File: src/rtl/memory_arbiter_if.sv
// RAM-side types plus the bundled coherence / icache / RAM signals seen by memory_arbiter.
// The arbiter connects through the slave modport; the requester/RAM environment uses master.
package cpu_types_pkg;
  typedef enum logic [1:0] {FREE, BUSY, ACCESS, ERROR} ramstate_t;
endpackage

interface memory_arbiter_if #(parameter int CPUS = 2);
  import cpu_types_pkg::*;

  logic                   dREN;
  logic                   dWEN;
  logic [31:0]            daddr;
  logic [31:0]            dstore;
  logic                   dwait;
  logic [31:0]            dload;
  logic [CPUS-1:0]        iREN;
  logic [CPUS-1:0][31:0]  iaddr;
  logic [CPUS-1:0]        iwait;
  logic [CPUS-1:0][31:0]  iload;
  logic                   ramREN;
  logic                   ramWEN;
  logic [31:0]            ramaddr;
  logic [31:0]            ramstore;
  logic [31:0]            ramload;
  ramstate_t              ramstate;

  modport slave (
    input  dREN, dWEN, daddr, dstore, iREN, iaddr, ramload, ramstate,
    output dwait, dload, iwait, iload, ramREN, ramWEN, ramaddr, ramstore
  );

  modport master (
    output dREN, dWEN, daddr, dstore, iREN, iaddr, ramload, ramstate,
    input  dwait, dload, iwait, iload, ramREN, ramWEN, ramaddr, ramstore
  );
endinterface

File: src/rtl/memory_arbiter.sv
// Single-port RAM arbiter between one coherence (data) port and CPUS icache ports.
// Define ARB_FAIRNESS_EN to force an icache grant after STARVE_LIMIT back-to-back data completions.
module memory_arbiter
  import cpu_types_pkg::*;
#(
  parameter int CPUS         = 2,
  parameter int STARVE_LIMIT = 4
) (
  input logic            CLK,
  input logic            nRST,
  memory_arbiter_if.slave bus
);

  localparam int RRW = (CPUS > 1) ? $clog2(CPUS) : 1;

  typedef enum logic [1:0] {OWN_NONE, OWN_DATA, OWN_ICACHE} owner_t;

  owner_t         owner_q, owner_d, cur_kind;
  logic [RRW-1:0] idx_q, idx_d, rr_q, rr_d, cur_idx, i_pick, scan;
  logic           i_found, data_req, done, starve_force;

  assign data_req  = bus.dREN | bus.dWEN;
  assign done      = (cur_kind != OWN_NONE) && (bus.ramstate == ACCESS);
  assign bus.dload = bus.ramload;
  assign bus.iload = {CPUS{bus.ramload}};

  // First requesting icache found by scanning upward from the round-robin pointer.
  always_comb begin
    i_found = 1'b0;
    i_pick  = '0;
    scan    = '0;
    for (int k = 0; k < CPUS; k++) begin
      scan = RRW'((int'(rr_q) + k) % CPUS);
      if (!i_found && bus.iREN[scan]) begin
        i_found = 1'b1;
        i_pick  = scan;
      end
    end
  end

  always_comb begin
    cur_kind     = OWN_NONE;
    cur_idx      = '0;
    owner_d      = owner_q;
    idx_d        = idx_q;
    rr_d         = rr_q;
    bus.ramREN   = 1'b0;
    bus.ramWEN   = 1'b0;
    bus.ramaddr  = '0;
    bus.ramstore = '0;
    bus.dwait    = 1'b1;
    bus.iwait    = '1;

    if (nRST) begin
      if (owner_q == OWN_NONE) begin
        if (starve_force && i_found) begin
          cur_kind = OWN_ICACHE;
          cur_idx  = i_pick;
        end else if (data_req) begin
          cur_kind = OWN_DATA;
        end else if (i_found) begin
          cur_kind = OWN_ICACHE;
          cur_idx  = i_pick;
        end
      end else if (owner_q == OWN_DATA) begin
        if (data_req) cur_kind = OWN_DATA;
      end else if (bus.iREN[idx_q]) begin
        cur_kind = OWN_ICACHE;
        cur_idx  = idx_q;
      end
    end

    case (cur_kind)
      OWN_DATA: begin
        bus.ramWEN   = bus.dWEN;
        bus.ramREN   = bus.dREN & ~bus.dWEN;
        bus.ramaddr  = bus.daddr;
        bus.ramstore = bus.dstore;
        if (done) bus.dwait = 1'b0;
      end
      OWN_ICACHE: begin
        bus.ramREN  = 1'b1;
        bus.ramaddr = bus.iaddr[cur_idx];
        if (done) bus.iwait[cur_idx] = 1'b0;
      end
      default: ;
    endcase

    // A completed or abandoned request frees the RAM so the next cycle re-arbitrates.
    if (cur_kind == OWN_NONE || done) begin
      owner_d = OWN_NONE;
    end else begin
      owner_d = cur_kind;
      idx_d   = cur_idx;
    end
    if (done && cur_kind == OWN_ICACHE) begin
      rr_d = (cur_idx == RRW'(CPUS - 1)) ? '0 : cur_idx + 1'b1;
    end
  end

  always_ff @(posedge CLK or negedge nRST) begin
    if (!nRST) begin
      owner_q <= OWN_NONE;
      idx_q   <= '0;
      rr_q    <= '0;
    end else begin
      owner_q <= owner_d;
      idx_q   <= idx_d;
      rr_q    <= rr_d;
    end
  end

`ifdef ARB_FAIRNESS_EN
  localparam int CNTW = $clog2(STARVE_LIMIT + 1);

  logic [CNTW-1:0] starve_cnt;

  // Counts data completions that happened while some icache was kept waiting.
  always_ff @(posedge CLK or negedge nRST) begin
    if (!nRST) begin
      starve_cnt <= '0;
    end else if (bus.iREN == '0 || (done && cur_kind == OWN_ICACHE)) begin
      starve_cnt <= '0;
    end else if (done && cur_kind == OWN_DATA && starve_cnt != CNTW'(STARVE_LIMIT)) begin
      starve_cnt <= starve_cnt + 1'b1;
    end
  end

  assign starve_force = (starve_cnt == CNTW'(STARVE_LIMIT));
`else
  assign starve_force = 1'b0;
`endif

endmodule

File: src/flat_wrapper.sv
// flat-port wrapper written by rule: the top's interface ports become plain ports
module memory_arbiter_flat import cpu_types_pkg::*;
#(
  parameter int CPUS         = 2,
  parameter int STARVE_LIMIT = 4
)
  (CLK, nRST, bus_dREN, bus_dWEN, bus_daddr, bus_dstore, bus_iREN, bus_iaddr, bus_ramload, bus_ramstate, bus_dwait, bus_dload, bus_iwait, bus_iload, bus_ramREN, bus_ramWEN, bus_ramaddr, bus_ramstore);
  memory_arbiter_if #(.CPUS(CPUS)) bus_i ();
  input logic CLK;
  input logic nRST;
  input wire logic [$bits(bus_i.dREN)-1:0] bus_dREN;
  input wire logic [$bits(bus_i.dWEN)-1:0] bus_dWEN;
  input wire logic [$bits(bus_i.daddr)-1:0] bus_daddr;
  input wire logic [$bits(bus_i.dstore)-1:0] bus_dstore;
  input wire logic [$bits(bus_i.iREN)-1:0] bus_iREN;
  input wire logic [$bits(bus_i.iaddr)-1:0] bus_iaddr;
  input wire logic [$bits(bus_i.ramload)-1:0] bus_ramload;
  input wire logic [$bits(bus_i.ramstate)-1:0] bus_ramstate;
  output wire logic [$bits(bus_i.dwait)-1:0] bus_dwait;
  output wire logic [$bits(bus_i.dload)-1:0] bus_dload;
  output wire logic [$bits(bus_i.iwait)-1:0] bus_iwait;
  output wire logic [$bits(bus_i.iload)-1:0] bus_iload;
  output wire logic [$bits(bus_i.ramREN)-1:0] bus_ramREN;
  output wire logic [$bits(bus_i.ramWEN)-1:0] bus_ramWEN;
  output wire logic [$bits(bus_i.ramaddr)-1:0] bus_ramaddr;
  output wire logic [$bits(bus_i.ramstore)-1:0] bus_ramstore;
  assign bus_i.dREN = bus_dREN;
  assign bus_i.dWEN = bus_dWEN;
  assign bus_i.daddr = bus_daddr;
  assign bus_i.dstore = bus_dstore;
  assign bus_i.iREN = bus_iREN;
  assign bus_i.iaddr = bus_iaddr;
  assign bus_i.ramload = bus_ramload;
  assign bus_i.ramstate = bus_ramstate;
  assign bus_dwait = bus_i.dwait;
  assign bus_dload = bus_i.dload;
  assign bus_iwait = bus_i.iwait;
  assign bus_iload = bus_i.iload;
  assign bus_ramREN = bus_i.ramREN;
  assign bus_ramWEN = bus_i.ramWEN;
  assign bus_ramaddr = bus_i.ramaddr;
  assign bus_ramstore = bus_i.ramstore;
  memory_arbiter #(.CPUS(CPUS), .STARVE_LIMIT(STARVE_LIMIT)) u_core (.CLK(CLK), .nRST(nRST), .bus(bus_i));
endmodule
File: config.mk
export PLATFORM = sky130hd
export DESIGN_NAME = memory_arbiter_flat
export DESIGN_NICKNAME = d
export VERILOG_FILES = /design/src/rtl/memory_arbiter_if.sv /design/src/rtl/memory_arbiter.sv /design/src/flat_wrapper.sv
export SDC_FILE = /design/constraint.sdc
export NUM_CORES = 1
export LEC_CHECK = 0
export BUFFER_PORTS_ARGS = -buffer_cell sky130_fd_sc_hd__buf_2
export CORE_AREA = 2 2 129 131
export CTS_CLUSTER_DIAMETER = 30
export DETAILED_ROUTE_END_ITERATION = 16
export DIE_AREA = 0 0 131 133
export SYNTH_ARGS = -nofsm -noshare
export SYNTH_HDL_FRONTEND = slang
export SYNTH_SLANG_ARGS = --single-unit
File: constraint.sdc
create_clock -name CLK -period 2.6 [get_ports CLK]
set_input_delay 0.26 -clock CLK [delete_from_list [all_inputs] [get_ports CLK]]
set_output_delay 0.26 -clock CLK [all_outputs]
set_load 0.01 [all_outputs]
==> results of run 1 <==
-- worst register-to-register path, cell delays in order (launching register included) --
cell,delay (ns)
dfrtp_1,0.37
nor4_2,0.31
o21a_1,0.23
o21ai_4,0.10
buf_4,0.15
ha_1,0.20
nor3b_1,0.20
buf_4,0.18
nor2_1,0.05
a21oi_2,0.10
-- stage by stage --
step	total power [mW]	TNS [ns]	hold WS, ns	util (%)
floorplan	0.3935	0	-0.03559	-
global placement	0.4468	0	0.09173	17.23
detailed placement	0.4484	0	0.09576	17.23
CTS	0.7133	0	0.3634	18.21
global route	0.7765	-2.923	0.4063	19.13
finish	0.7234	0	0.3874	19.13
-- cell usage after synthesis (2+ instances only) --
library cell,number
and2_1,33
inv_1,5
buf_2,4
buf_8,3
ha_1,3
nand2_1,66
nor2b_1,3
nor2_1,5
and2_4,2
clkbuf_1,16
o211ai_1,5
buf_4,96
dfrtp_1,4
o211ai_2,28
nand2b_1,3
nand4_1,32
-- state kept, by name, summed over array words and instances, names as in the netlist --
register and flops:
u_core.rr_q 1, u_core.idx_q 1, u_core.owner_q 2
-- area by class of cell --
| type | count | area share [%] |
|---|---|---|
| timing repair buffer | 224 | 43.07 |
| multi-input combinational | 189 | 41.77 |
| tap | 220 | 8.896 |
| inverter | 5 | 0.6066 |
| clock buffer | 3 | 2.426 |
| sequential | 4 | 3.235 |
-- per-layer routing --
layer  share of wire (%)  GRT usage (%)  vias up
li1                    -              -     1194
met1                  42          11.76     1094
met2                  45          14.85      149
met3                 8.8          2.386       43
met4                 3.5          4.728        2
met5                0.13              0        -
-- final timing paths --
kind                       cells after the start               from                end  slack, ns
min in group asynchronous                      2               nRST        u_core.rr_q       0.51
min                                            3               nRST  u_core.owner_q[1]       0.39
max                                           10  u_core.owner_q[1]    bus_ramaddr[19]       0.01
max in group asynchronous                      2               nRST  u_core.owner_q[1]       1.91
min reg2reg                                    1       u_core.idx_q       u_core.idx_q       0.55
max reg2reg                                    9  u_core.owner_q[0]        u_core.rr_q       0.63
-- logic make-up (layout without fill, tap and decap cells) --
group / count (synthesis) / count (layout)
mux: 1 / 1
buf+inv: 125 / 232
flops: 4 / 4
compound gates: 39 / 39
fa+ha+maj: 3 / 3
simple gates: 146 / 146
-- power groups by stage --
stage / combinational [mW] / clock [mW] / sequential, mW
CTS: 0.390 / 0.251 / 0.0732
global route: 0.447 / 0.256 / 0.0739
floorplan: 0.321 / 0 / 0.0721
detailed placement: 0.375 / 0 / 0.0739
finish: 0.406 / 0.245 / 0.0730
global placement: 0.373 / 0 / 0.0739
-- timing repair --
item | in CTS | in global routing
endpoints found under the hold margin | 4 | 0
setup buffers | 1 | 4
setup endpoints to repair | 32 | 32
resized for setup | 6 | 12
cloned | 1 | 4
pin swaps | 3 | 11
hold buffers | 1 | 0
==> impl_metrics.env, run 1 <==
export IMPL_via_per_inst=3.848
export IMPL_path_class="register to primary output"
export IMPL_dr_first_iter_drc_count=119
export IMPL_critPathArrivalTime_ns=2.33
export IMPL_synth_cell_type_count=26
export IMPL_drv_slew=0
export IMPL_setup_violations=0
export IMPL_cpPeakStageDelay_ns=0.40
export IMPL_final_common_cell="buf_2"
export IMPL_grt_ovfl_total=0
export IMPL_maxCapViolations=0
export IMPL_track_usage_pct=9.413
export IMPL_synthesis_instances=318
export IMPL_ys_seq_area_share_pct=4.538
export IMPL_status="completed"
export IMPL_p_leak_nw=1.633
export IMPL_synth_ff_type="dfrtp_1"
export IMPL_synth_seq_cells=4
export IMPL_seqPwrFrac_pct=10.1
export IMPL_worst_slack_ns=0.01046
export IMPL_clockBufferDepth=2
export IMPL_critPathSlowestCell="dfrtp_1"
export IMPL_syn_area_per_cell_sq_um=6.937
export IMPL_drcViolationCount=0
export IMPL_switching_share_pct=35.70
export IMPL_pre_cts_ws_ns=0.09861
export IMPL_place_port_buffers=204
export IMPL_cts_sinks=4
export IMPL_stdcell_area_sq_um=3094
export IMPL_rows=47
export IMPL_synth_area_mux_share_pct=0.5105
export IMPL_path_cells="and2_4 -> o21a_2 -> o21ai_4 -> ha_4 -> nor2b_4 -> buf_12 -> clkbuf_16 -> nand4_1 -> o211ai_2 -> buf_2"
export IMPL_die_w_um=131
export IMPL_yosys_area_share_simple_pct=33.92
export IMPL_syn_cell_area_sq_um=2206
export IMPL_layout_common_cells="204 x buf_2, 62 x nand2_1, 33 x and2_1"
export IMPL_drive_gt1_share_pct=63.76
export IMPL_dr_total_vias=2482
export IMPL_fin_crit_sh_pct=99.60
export IMPL_gp_congestion=0.7563
export IMPL_path_buf_inv=3
export IMPL_path_clk_slew_ns=0.03
export IMPL_coreArea_sq_um=16170
export IMPL_finClkSkew_ns=0.0002201
export IMPL_synth_compound_area_share_pct=19.63
export IMPL_rsz0062_at_grt="yes"
export IMPL_dr_pass1_iters=4
export IMPL_io_pins=333
export IMPL_post_drt_wl_per_cell_um=14.78
export IMPL_maxSlewHeadroom_pct=61.12
export IMPL_vdd_drop_max_mv=0.1543
export IMPL_pwr_density_cell_nw_per_um2=233.8
export IMPL_hold_viol_final=0
export IMPL_synth_top_family_by_area="buffers and inverters"
export IMPL_insertedDiodeCount=0
export IMPL_grt_max_degree=36
export IMPL_die_area_sq_um=17420
export IMPL_period_needed_ns=2.590
export IMPL_endpoint_kind="primary output"
export IMPL_p_sw_uw=258.2
export IMPL_power_frac_clock_pct=33.8
export IMPL_ant_nets=0
export IMPL_n_fill_cell=1815
export IMPL_start_kind="register"
export IMPL_multi_input_area_sq_um=1292
export IMPL_grt_pass1_vias=2364
export IMPL_worstPathMaxFanout=12
export IMPL_final_nets=598
export IMPL_cts_tree="done"
export IMPL_place_area_sq_um=2786
export IMPL_cts_root_buf="clkbuf_16"
export IMPL_synth_xor_area_share_pct=0
export IMPL_clock_latency_ns=0.23
export IMPL_synth_largest_area_cell="buf_4"
export IMPL_yosysTopAreaCellShare_pct=32.67
export IMPL_dp_cells=632
export IMPL_hold_path_class="input port to register"
export IMPL_hpwl_mm=6.442
export IMPL_worstPathRequired_ns=2.34
export IMPL_grt_pass1_wl_mm=12.63
export IMPL_routed_wl_mm=9.534
export IMPL_synthAdderAreaFrac_pct=1.702
export IMPL_layoutNonFillerInstCount=645
export IMPL_antenna_found_initial=1
export IMPL_tightest_slew_ns=0.5807
export IMPL_ys_warn_count=0
export IMPL_register_area_sq_um=100.1
export IMPL_synth_edf_count=0
export IMPL_cts_buffers=3
export IMPL_synthTopCellsByArea="buf_4 33%, o211ai_2 16%, nand2_1 11%, and2_1 9.4%, nand4_1 9.1%"
export IMPL_p_int_uw=465.2
export IMPL_combPwrFrac_pct=56.1
export IMPL_initial_utilization_pct=13.64
export IMPL_syn_nets=489
export IMPL_area_growth_syn_to_layout_pct=40.27
export IMPL_die_h_um=133
export IMPL_synthArstFlopShare_pct=100.0
export IMPL_h_tree_depth=1
export IMPL_cpLargestDelayFamily="compound AO/OA/AOI/OAI gates"
export IMPL_fmaxAchievable_ghz=0.3862
(Power assumes the default switching activity.)
==> inputs of run 2 (changes only) <==
Clock period 2.6 ns to 2.5 ns, I/O delays scaled along.
==> run 2 against run 1 <==
Critical path depth is 3 higher. Final area is 6.4% higher. Register-to-register slack worse by 0.20 ns. Combinational power is 9.9% higher. The flow now finishes with violations (setup timing). Global-route usage is 0.88 points higher. Sequential share of layout area is 0.19 points lower. Routed wire length hardly changed. Die area stayed put. Final cell count is 0.78% higher. Worst setup slack worse by 0.12 ns. Sequential power is 3.4% higher. Hold slack better by 0.088 ns.
==> impl_metrics.env, run 2 (synthesis results as in run 1) <==
export IMPL_area_growth_syn_to_layout_pct=49.23
export IMPL_clock_latency_ns=0.22
export IMPL_path_cells="and2_4 -> o21a_4 -> o21ai_4 -> buf_6 -> inv_4 -> ha_4 -> nor2b_4 -> buf_6 -> buf_12 -> buf_16 -> nand4_1 -> o211ai_2 -> buf_2"
export IMPL_timing_hold_ws_ns=0.4752
export IMPL_dr_total_vias=2537
export IMPL_largest_reg_flops=2
export IMPL_h_tree_depth=1
export IMPL_crit_top_cell="buf_6"
export IMPL_cts_root_buf="clkbuf_16"
export IMPL_grt_ovfl_total=0
export IMPL_place_port_buffers=204
export IMPL_gp_congestion=0.7478
export IMPL_cts_tree="done"
export IMPL_maxSlewHeadroom_pct=69.63
export IMPL_min_delay_path_depth=4
export IMPL_grt_max_degree=36
export IMPL_hold_path_class="input port to register"
export IMPL_setup_violations=32
export IMPL_start_kind="register"
export IMPL_final_nets=603
export IMPL_final_common_cell="buf_2"
export IMPL_insertedDiodeCount=0
export IMPL_largest_register="u_core.owner_q"
export IMPL_critPathArrivalTime_ns=2.36
export IMPL_endpoint_kind="primary output"
export IMPL_layout_common_cells="204 x buf_2, 48 x nand2_1, 33 x and2_1"
export IMPL_tightest_slew_ns=0.4555
export IMPL_track_usage_pct=10.29
export IMPL_maxCapViolations=0
export IMPL_cpPeakStageDelay_ns=0.41
export IMPL_fin_crit_sh_pct=104.5
export IMPL_worstPathRequired_ns=2.25
export IMPL_die_h_um=133
export IMPL_dr_pass1_iters=4
export IMPL_period_needed_ns=2.613
export IMPL_post_drt_wl_per_cell_um=14.66
export IMPL_grt_pass1_wl_mm=13.64
export IMPL_fin_total_pwr_uw=774.0
export IMPL_rsz0062_at_grt="yes"
export IMPL_fmaxAchievable_ghz=0.3827
export IMPL_violations="setup timing"
export IMPL_worst_slack_ns=-0.1130
export IMPL_vdd_drop_max_mv=0.1897
export IMPL_cp_depth=13
export IMPL_drive_gt1_share_pct=67.91
export IMPL_drcViolationCount=0
export IMPL_drv_slew=0
export IMPL_via_per_inst=3.903
export IMPL_ant_nets=0
export IMPL_antenna_found_initial=1
export IMPL_initial_utilization_pct=13.64
export IMPL_worstPathMaxFanout=6
export IMPL_reg_largest_list="u_core.owner_q (2), u_core.idx_q (1), u_core.rr_q (1)"
export IMPL_ff2ff_path_depth=8
export IMPL_io_pins=333
export IMPL_path_buf_inv=6
export IMPL_critPathSlowestCell="dfrtp_1"
export IMPL_clockBufferDepth=2
export IMPL_die_area_sq_um=17420
export IMPL_cts_buffers=3
export IMPL_layoutNonFillerInstCount=650
export IMPL_place_area_sq_um=2814
export IMPL_cts_sinks=4
export IMPL_p_leak_nw=1.801
export IMPL_finClkSkew_ns=0.003859
export IMPL_rows=47
export IMPL_dr_first_iter_drc_count=94
export IMPL_hpwl_mm=6.451
export IMPL_hold_viol_final=0
export IMPL_path_clk_slew_ns=0.03
export IMPL_coreArea_sq_um=16170
export IMPL_path_class="register to primary output"
export IMPL_stdcell_area_sq_um=3292
export IMPL_status="complete, but fails checks"
export IMPL_cpLargestDelayFamily="buffers and inverters"
export IMPL_pwr_density_cell_nw_per_um2=235.1
export IMPL_dp_cells=634
export IMPL_n_fill_cell=1822
export IMPL_grt_pass1_vias=2448
export IMPL_routed_wl_mm=9.532
export IMPL_die_w_um=131
run 2: cell types whose count changed in the layout (fill, tap and decap cells not counted), sizes merged:
cell    before  now
buf        220  228
clkbuf       6    3
run 2: layer usage:
layer	global-route usage, %	share of wire (%)	up-vias
li1	-	-	1205
met1	13.13	42	1152
met2	16.61	47	135
met3	2.184	7.5	43
met4	4.374	3.4	2
met5	0	0.073	-
run 2: cell type report:
class	count	area (sq um)	share of cell area, %
Sequential cell	4	100.1	3.041
Tap cell	220	275.3	8.362
Clock buffer	3	75.07	2.280
Multi-Input combinational cell	189	1426	43.33
Timing Repair Buffer	229	1394	42.34
Inverter	5	21.27	0.6461
run 2: power by group:
part / switching [mW] / total, mW / internal, mW
sequential: 0.00405 / 0.0755 / 0.0715
combinational: 0.227 / 0.446 / 0.219
clock: 0.0474 / 0.252 / 0.205
run 2: worst paths after layout:
check / endpoint / start / slack, ns
max: bus_ramaddr[15] / u_core.owner_q[1] / -0.11
min: u_core.owner_q[1] / bus_ramstate[1] / 0.48
max reg2reg: u_core.idx_q / u_core.owner_q[1] / 0.43
min reg2reg: u_core.rr_q / u_core.rr_q / 0.51
max in group asynchronous: u_core.owner_q[0] / nRST / 1.79
min in group asynchronous: u_core.rr_q / nRST / 0.51
run 2: what timing repair did:
| action | in CTS | in global routing |
|---|---|---|
| gates cloned | 5 | 0 |
| pin swaps | 17 | 10 |
| buffers inserted | 7 | 3 |
| setup endpoints to repair | 32 | 34 |
| gates resized for setup | 41 | 11 |
| hold endpoints to repair | 4 | 0 |
| hold buffers | 1 | 0 |
run 2: worst register-to-register path: cells and delay by family, from the launching register on:
kind / cells / cell delay [ns]
multiplexers: 1 / 0.34
adder cells (fa/ha/maj): 1 / 0.21
buffers and inverters: 2 / 0.23
flip-flops: 1 / 0.41
AO/OA/AOI/OAI: 2 / 0.41
AND/OR/NAND/NOR: 2 / 0.35
run 2: metrics by stage:
stage / util, % / setup TNS [ns] / worst slack [ns]
after floorplan: - / 0 / 0.1646
after global placement: 17.40 / 0 / 0.04752
after detailed placement: 17.40 / 0 / 0.02773
after CTS: 20.01 / -3.115 / -0.1366
after global routing: 20.36 / -6.283 / -0.2457
final: 20.36 / -2.735 / -0.1130
==> inputs of run 3 (changes only) <==
Settings changed: RECOVER_POWER from default to 100.
==> run 3 against run 2 <==
The flow still finishes with violations (setup timing). Power barely moved. First-iteration DRC count fell by 2.1%. Die area did not move. Global-route usage unchanged. Clock-buffer cell count stayed put. Final cell count unchanged. Fmax is essentially flat. Final area is essentially flat.
==> impl_metrics.env, run 3 (synthesis results as in run 1) <==
export IMPL_reg2reg_slack_ns=0.39
export IMPL_rsz0062_at_grt="yes"
export IMPL_routed_wl_mm=9.532
export IMPL_fin_total_pwr_uw=773.5
export IMPL_largest_reg_flops=2
export IMPL_dr_total_vias=2539
export IMPL_place_port_buffers=204
export IMPL_clockBufferDepth=2
export IMPL_p_leak_nw=1.802
export IMPL_critPathSlowestCell="dfrtp_1"
export IMPL_drv_slew=0
export IMPL_maxCapViolations=0
export IMPL_hold_path_class="input port to register"
export IMPL_tightest_slew_ns=0.4558
export IMPL_ff2ff_path_depth=8
export IMPL_path_clk_slew_ns=0.03
export IMPL_die_h_um=133
export IMPL_area_growth_syn_to_layout_pct=49.12
export IMPL_crit_top_cell="buf_6"
export IMPL_dp_cells=634
export IMPL_period_needed_ns=2.613
export IMPL_io_pins=333
export IMPL_grt_ovfl_total=0
export IMPL_via_per_inst=3.906
export IMPL_worstPathMaxFanout=6
export IMPL_dr_first_iter_drc_count=92
export IMPL_h_tree_depth=1
export IMPL_cts_buffers=3
export IMPL_min_from="bus_ramstate[1]"
export IMPL_ant_nets=0
export IMPL_track_usage_pct=10.29
export IMPL_layoutNonFillerInstCount=650
export IMPL_post_drt_wl_per_cell_um=14.66
export IMPL_critPathArrivalTime_ns=2.36
export IMPL_final_common_cell="buf_2"
export IMPL_layout_common_cells="204 x buf_2, 48 x nand2_1, 33 x and2_1"
export IMPL_postLayoutCoreUtil_pct=20.34
export IMPL_antenna_found_initial=1
export IMPL_fmaxAchievable_ghz=0.3827
export IMPL_pwr_density_cell_nw_per_um2=235.2
export IMPL_finClkSkew_ns=0.003862
export IMPL_n_fill_cell=1823
export IMPL_worst_slack_ns=-0.1131
export IMPL_coreArea_sq_um=16170
export IMPL_min_to="u_core.owner_q[1]"
export IMPL_grt_pass1_vias=2448
export IMPL_die_area_sq_um=17420
export IMPL_rows=47
export IMPL_crit_path_start="u_core.owner_q[1]"
export IMPL_timing_hold_ws_ns=0.4752
export IMPL_hold_viol_final=0
export IMPL_cts_tree="done"
export IMPL_worstPathRequired_ns=2.25
export IMPL_drive_gt1_share_pct=67.67
export IMPL_path_class="register to primary output"
export IMPL_path_cells="and2_4 -> o21a_4 -> o21ai_4 -> buf_6 -> inv_4 -> ha_4 -> nor2b_4 -> buf_6 -> buf_12 -> buf_16 -> nand4_1 -> o211ai_2 -> buf_2"
export IMPL_violations="setup timing"
export IMPL_status="complete, but fails checks"
export IMPL_drcViolationCount=0
export IMPL_endpoint_kind="primary output"
export IMPL_worstReg2RegStart="u_core.owner_q[1]"
export IMPL_dr_pass1_iters=4
export IMPL_clock_latency_ns=0.22
export IMPL_maxSlewHeadroom_pct=69.61
export IMPL_cts_sinks=4
export IMPL_grt_max_degree=36
export IMPL_initial_utilization_pct=13.64
export IMPL_grt_pass1_wl_mm=13.64
export IMPL_hpwl_mm=6.451
export IMPL_insertedDiodeCount=0
export IMPL_cpPeakStageDelay_ns=0.41
export IMPL_reg_largest_list="u_core.owner_q (2), u_core.idx_q (1), u_core.rr_q (1)"
export IMPL_rr_endpoint="u_core.idx_q"
export IMPL_start_kind="register"
export IMPL_final_nets=603
export IMPL_setup_violations=32
export IMPL_largest_register="u_core.owner_q"
export IMPL_vdd_drop_max_mv=0.1897
export IMPL_cts_root_buf="clkbuf_16"
export IMPL_die_w_um=131
export IMPL_gp_congestion=0.7478
export IMPL_min_delay_path_depth=4
export IMPL_fin_crit_sh_pct=104.5
run 3: cell counts in the layout (fill, tap and decap cells not counted):
Identical to the previous run, type by type.
run 3: area by class of cell:
type | instances | area, sq um | share of cell area, %
Multi-Input combinational cell | 189 | 1424 | 43.29
Timing Repair Buffer | 229 | 1394 | 42.37
Tap cell | 220 | 275.3 | 8.368
Sequential cell | 4 | 100.1 | 3.043
Clock buffer | 3 | 75.07 | 2.282
Inverter | 5 | 21.27 | 0.6466
run 3: repair_timing:
| item | CTS | global route |
|---|---|---|
| hold endpoints to repair | 4 | 0 |
| setup buffers | 7 | 3 |
| hold buffers | 1 | 0 |
| resized for setup | 41 | 11 |
| pin swaps | 17 | 10 |
| endpoints found under the setup margin | 32 | 34 |
| cloned | 5 | 0 |
run 3: critical path: cells and delay by family, from the launching register on:
| kind | cells | cell delay (ns) |
|---|---|---|
| DFF | 1 | 0.41 |
| adders and majority gates | 1 | 0.15 |
| AOI/OAI and AO/OA | 3 | 0.49 |
| buffers and inverters | 6 | 0.69 |
| and+or+nand+nor | 3 | 0.37 |
run 3: layer usage:
metal / part of all wire, % / GRT usage [%]
met4: 3.4 / 4.374
met5: 0.073 / 0
met1: 42 / 13.13
met2: 48 / 16.61
met3: 7.5 / 2.184
run 3: power by group:
part	internal [mW]	switching, mW	leakage (nW)
registers	0.0715	0.00405	0.0538
clock network	0.205	0.0474	0.0370
logic	0.219	0.227	1.71
total	0.495	0.279	1.80
run 3: how the worst max path moves through the flow:
| stage | to | slack (ns) |
|---|---|---|
| 2_1_floorplan | bus_ramaddr[20] | 0.16 |
| 3_3_place_gp | bus_ramaddr[1] | 0.05 |
| 3_5_place_dp | bus_ramaddr[1] | 0.03 |
| 4_1_cts | bus_ramaddr[12] | -0.14 |
| 5_1_grt | bus_ramaddr[28] | -0.25 |
| 6_report | bus_ramaddr[15] | -0.11 |
run 3: through the flow:
step	instance area [sq um]	setup WS, ns	TNS (ns)
2_1_floorplan	2206	0.1646	0
3_3_place_gp	2814	0.04752	0
3_5_place_dp	2814	0.02773	0
6_report	3289	-0.1131	-2.732
4_1_cts	3236	-0.1366	-3.115
5_1_grt	3289	-0.2457	-6.387
